--- src/rtl/or1200_ic_refill.sv ---
// Instruction-cache line refill engine: fetches one line as 32-bit bus reads,
// packs word pairs into 64-bit entries and writes them into the IC data RAM.
module or1200_ic_refill #(
  parameter int DW         = 32,
  parameter int RAM_DW     = 64,
  parameter int AW         = 11,
  parameter int LINE_WORDS = 4
) (
  input  logic              clk,
  input  logic              rst,
  input  logic              miss_req,
  input  logic [31:0]       miss_addr,
  output logic              miss_ack,
  output logic              busy,
  output logic              refill_done,
  output logic              refill_err,
  output logic              biu_cyc,
  output logic [31:0]       biu_adr,
  input  logic              biu_ack,
  input  logic              biu_err,
  input  logic [DW-1:0]     biu_dat,
  output logic [AW-1:0]     ram_addr,
  output logic              ram_en,
  output logic [3:0]        ram_we,
  output logic [RAM_DW-1:0] ram_datain
);

  localparam int              CW        = $clog2(LINE_WORDS) + 1;
  localparam logic [31:0]     LINE_MASK = ~(32'(LINE_WORDS * 4) - 32'd1);
  localparam logic [CW-1:0]   CNT_LAST  = CW'(LINE_WORDS);

  typedef enum logic [2:0] {
    S_IDLE  = 3'd0,
    S_FETCH = 3'd1,
    S_WRITE = 3'd2,
    S_DONE  = 3'd3,
    S_ERR   = 3'd4
  } state_t;

  state_t        state_q, state_d;
  logic [31:0]   base_q, base_d;
  logic [CW-1:0] cnt_q, cnt_d;
  logic [DW-1:0] hi_q, hi_d;
  logic [DW-1:0] lo_q, lo_d;

  logic [CW-1:0] pair_cnt_s;
  logic [31:0]   fetch_adr_s;
  logic [31:0]   wr_byte_s;

  // State and datapath registers; async reset aborts any refill immediately.
  always_ff @(posedge clk or negedge rst) begin
    if (!rst) begin
      state_q <= S_IDLE;
      base_q  <= 32'd0;
      cnt_q   <= '0;
      hi_q    <= '0;
      lo_q    <= '0;
    end else begin
      state_q <= state_d;
      base_q  <= base_d;
      cnt_q   <= cnt_d;
      hi_q    <= hi_d;
      lo_q    <= lo_d;
    end
  end

  // Address arithmetic: cnt counts words already fetched, so the entry being
  // written in WRITE starts two words back from the current count.
  always_comb begin
    pair_cnt_s  = cnt_q - CW'(2);
    fetch_adr_s = base_q + {{(30-CW){1'b0}}, cnt_q, 2'b00};
    wr_byte_s   = base_q + {{(30-CW){1'b0}}, pair_cnt_s, 2'b00};
  end

  // Next-state and output decode.
  always_comb begin
    state_d     = state_q;
    base_d      = base_q;
    cnt_d       = cnt_q;
    hi_d        = hi_q;
    lo_d        = lo_q;
    miss_ack    = 1'b0;
    refill_done = 1'b0;
    refill_err  = 1'b0;
    biu_cyc     = 1'b0;
    biu_adr     = 32'd0;
    ram_addr    = '0;
    ram_en      = 1'b0;
    ram_we      = 4'h0;
    ram_datain  = '0;
    busy        = (state_q != S_IDLE);

    case (state_q)
      S_IDLE: begin
        // rst gate keeps miss_ack low while reset is held
        if (miss_req && rst) begin
          miss_ack = 1'b1;
          base_d   = miss_addr & LINE_MASK;
          cnt_d    = '0;
          state_d  = S_FETCH;
        end else begin
          state_d  = S_IDLE;
        end
      end
      S_FETCH: begin
        biu_cyc = 1'b1;
        biu_adr = fetch_adr_s;
        if (biu_err) begin
          state_d = S_ERR;
        end else if (biu_ack) begin
          cnt_d = cnt_q + CW'(1);
          if (!cnt_q[0]) begin
            hi_d = biu_dat;
          end else begin
            lo_d    = biu_dat;
            state_d = S_WRITE;
          end
        end else begin
          state_d = S_FETCH;
        end
      end
      S_WRITE: begin
        ram_en     = 1'b1;
        ram_we     = 4'hF;
        ram_addr   = AW'(wr_byte_s >> 3);
        ram_datain = {hi_q, lo_q};
        if (cnt_q == CNT_LAST) begin
          state_d = S_DONE;
        end else begin
          state_d = S_FETCH;
        end
      end
      S_DONE: begin
        refill_done = 1'b1;
        state_d     = S_IDLE;
      end
      S_ERR: begin
        refill_err = 1'b1;
        state_d    = S_IDLE;
      end
      default: begin
        state_d = S_IDLE;
      end
    endcase
  end

endmodule

--- config.mk ---
export PLATFORM = sky130hd
export DESIGN_NAME = or1200_ic_refill
export DESIGN_NICKNAME = d
export VERILOG_FILES = /design/src/rtl/or1200_ic_refill.sv
export SDC_FILE = /design/constraint.sdc
export NUM_CORES = 1
export LEC_CHECK = 0
export BUFFER_PORTS_ARGS = -buffer_cell sky130_fd_sc_hd__buf_2
export CORE_ASPECT_RATIO = 1.1
export CORE_UTILIZATION = 46
export CTS_CLUSTER_SIZE = 24
export DETAILED_ROUTE_END_ITERATION = 12
export GPL_ROUTABILITY_DRIVEN = 0
export GPL_TIMING_DRIVEN = 0
export PLACE_DENSITY = 0.79
export REMOVE_ABC_BUFFERS = 1
export SLEW_MARGIN = 25
export SYNTH_ARGS = -nofsm -noshare
export SYNTH_HDL_FRONTEND = slang
export SYNTH_SLANG_ARGS = --single-unit
--- constraint.sdc ---
create_clock -name clk -period 1.9 [get_ports clk]
set_input_delay 0.19 -clock clk [delete_from_list [all_inputs] [get_ports clk]]
set_output_delay 0.19 -clock clk [all_outputs]
set_load 0.01 [all_outputs]
==> implementation parameters <==
Parameter                              Value

Global routing
  Overall track demand over capacity in global routing    26.8%
  Global route total overflow    0
  Global-route wire length before repair    between 20000 and 25000 um
  Number of global-route vias before repair    around 4900
  Antenna violations before repair    0
  Maximum number of pins on one net before global-route repair    about 70

Clock network
  TritonCTS buffer count    9
  Clock transition at the register clock pins on the worst setup and hold paths after CTS    0.07 ns
  Maximum level of the CTS H-tree    3
  Clock latency on the worst-skew pair    around 0.35 ns
  CTS Buffer Depth    2
  TritonCTS clock tree    yes
  Clk sinks    98
  Clock tree root buffer cell    clkbuf_16

Route
  Final antenna-violating net count    0
  Highest routed metal layer    met4
  Total met3 wirelength after detailed routing    ~1400 um
  Residual DRC count    0
  DRC marker count from the first detailed-route iteration    301
  Total length of routed met2 wires    10200 um
  Wire length the detailed router placed on met1    between 7000 and 8000 um
  First-pass iteration count of the detailed router    5
  Vias    between 4000 and 5000
  Post-detailed-route via-to-cell ratio    ~5.6
  Total routed wirelength    19400 um
  Routed length per instance    approximately 22 um

Timing
  Unrepaired setup endpoints after global routing    true
  Pins over their slew limit    0
  Post-layout minimum cycle time    approximately 2.4 ns
  Worst hold slack across all endpoints    about 0.08 ns
  Number of failing setup endpoints in the final timing report    176
  Peak Freq    slightly above 0.4 GHz
  Final worst clock skew    ~0.014 ns
  Share of the clock period used by the worst path    127%
  Setup total negative slack    -27.06 ns
  Final Hold Vio Count    0
  Post-layout worst setup margin    -0.508 ns

Power
  Leak Pwr    4.06 nW
  Largest voltage drop on the vdd net    around 580 uV
  Power density over cell area    ~1000 nW/um^2

Worst setup path
  Crit path arrival time    between 2 and 2.5 ns
  Crit Reg-Reg Endpoint    hi_q[1]
  Endpoint of the worst setup timing path    biu_adr[31]
  Delay of the slowest cell on the worst path    0.56 ns
  Setup crit end kind    output pin
  Crit path buf inv count    1
  Setup slack on the worst flop-to-flop path    -0.25 ns
  Largest fanout on the critical path    8
  Series of cell instances along the critical path    ha_2 > nand4_1 > or4_1 > a21oi_1 > buf_2
  Critical path depth in cells    5
  Endpoint required time on the critical path    1.71 ns
  Cell family with most CP delay    simple AND/OR/NAND/NOR gates
  Kind of start point of the critical path    register
  Worst r2r src    state_q[1]
  Launch point of the critical path    base_q[4]
  Crit Path Category    register to output pin
  Max stage delay cell, worst path    or4_1
  Worst reg-to-reg path cell count    7

Synth
  Post-Synthesis Cell Area    approximately 5200 sq um
  Biggest area consumer among synthesized cells    dfrtp_1
  List of most frequent post-synthesis cells    dfrtp_1 (98), mux2_2 (85), and2_1 (70)
  Sequential cell area fraction in the yosys report    46.7%
  Main area contributors after synthesis    dfrtp_1 (47%), mux2_2 (18%), and2_1 (8.3%)
  Synthesized area per cell    between 10 and 15 sq um
  Share of the synthesized area in the top cell type    between 40% and 50%
  Most common cell in the synthesized netlist    dfrtp_1
  Dominant register cell in the synthesized netlist    dfrtp_1
  Cell variety after synth    between 40 and 50
  Post-synth EDFFs    0
  Share of async-settable or async-resettable flops after synthesis    100%
  Gate count after technology mapping    470
  Synthesis Warnings    0
  Number of synthesized register bits    about 100

Floorplan
  CORE AREA    11000 sq um
  Vertical die dimension    ~110 um
  Die width    104 um
  Effective utilization at floorplan    roughly 48%
  Die area    about 12000 sq um
  Count of pins on the block boundary    ~190
  Standard-cell rows    40

Hold path
  Path class of the lowest-slack min-delay path    primary input to register

Placed design
  Count of buffers inserted at the top-level ports    about 180
  Area after DPL    slightly above 6000 sq um
  Post-detail-place hpwl    between 8000 and 9000 um
  Inst Count DP    between 700 and 800

Final layout
  Area growth syn-to-layout    64.6%
  Post-route cell area    ~8600 sq um
  Proportion of layout cells with a drive suffix above 1    70.8%
  Final standard cell count with taps included and fillers excluded    876
  Number of nets in the layout    roughly 800
  Number of antenna repair diodes    0

Status
  Failing checks    negative setup slack
  Status    finished, violations left

Flow run
  # Max-Cap Violations    0
[layout by cell type, fill, tap and decap left out, types with 12 or more instances in the layout]
master | Yosys | layout
nand2_1 | 14 | 12
clkbuf_16 | 0 | 15
mux2_4 | 0 | 37
and2_4 | 0 | 67
buf_4 | 7 | 44
nand4_1 | 13 | 13
dfrtp_1 | 98 | 88
a21oi_2 | 0 | 12
buf_2 | 9 | 106
mux2_2 | 85 | 52
nor2_1 | 25 | 14
buf_6 | 4 | 96
[state kept, by name, indices dropped and copies added (netlist names)]
name and flops:
hi_q 32, lo_q 32, base_q 28, cnt_q 3
state_q 3
[routing by layer]
metal | global-route usage [%] | up-vias
li1 | - | 2152
met1 | 31.2 | 2471
met2 | 48.8 | 273
met3 | 6.06 | 39
met4 | 9.43 | 0
met5 | 0 | -
[stage by stage]
step	total power, mW	util (%)	worst slack [ns]
6_report	9.05	78.4	-0.508
5_1_grt	9.44	78.4	-0.627
4_1_cts	8.40	69.5	-0.425
3_5_place_dp	5.66	56.1	-0.586
3_3_place_gp	5.43	55.1	-1.93
2_1_floorplan	4.85	-	-0.682
[power by group]
group / internal, mW / leakage, nW / total, mW / switching [mW]
sequential: 2.95 / 1.21 / 3.71 / 0.758
clock: 0.952 / 0.146 / 1.83 / 0.882
combinational: 1.99 / 2.71 / 3.51 / 1.52
[logic make-up (layout without fill, tap and decap cells)]
kind of cell / count (synthesis) / in the layout / share of synthesized area [%]
mux: 89 / 89 / 19.1
other cells: 1 / 2 / 0.0715
simple gates: 168 / 175 / 18.9
flops: 98 / 98 / 46.7
fa+ha+maj: 6 / 6 / 1.43
buf+inv: 46 / 297 / 5.56
compound gates: 42 / 42 / 4.82
xor+xnor: 20 / 20 / 3.34
[worst min path at each step]
stage / from / end / depth (start not counted)
floorplan: rst / base_q[10] / 0
global placement: miss_addr[19] / base_q[19] / 3
detailed placement: rst / base_q[11] / 1
CTS: miss_addr[9] / base_q[9] / 3
global route: miss_addr[6] / base_q[6] / 2
finish: miss_addr[21] / base_q[21] / 2
[final cells by class]
cell class | instances | area [sq um]
Sequential cell | 98 | 2460
Multi-Input combinational cell | 334 | 3140
Clock buffer | 10 | 239
Fill cell | 645 | 2380
Inverter | 8 | 41.3
Clock inverter | 6 | 55.1
Tap cell | 147 | 184
Timing Repair Buffer | 273 | 2510
[worst reg2reg max path, cell delays in order (launching register included)]
cell and delay, ns:
dfrtp_2 0.43, or3b_4 0.46, nor3b_4 0.27, and2_4 0.22, buf_12 0.11, buf_16 0.12, buf_12 0.13, mux2_4 0.31
[what timing repair did]
action                     in CTS  in global routing
pin swaps                      44                 72
setup buffers                  57                 30
gates cloned                   10                 10
setup endpoints to repair     192                200
resized for setup             137                185
hold buffers                    2                  1
hold endpoints to repair       32                 98
Power figures use the tool's default switching activity.
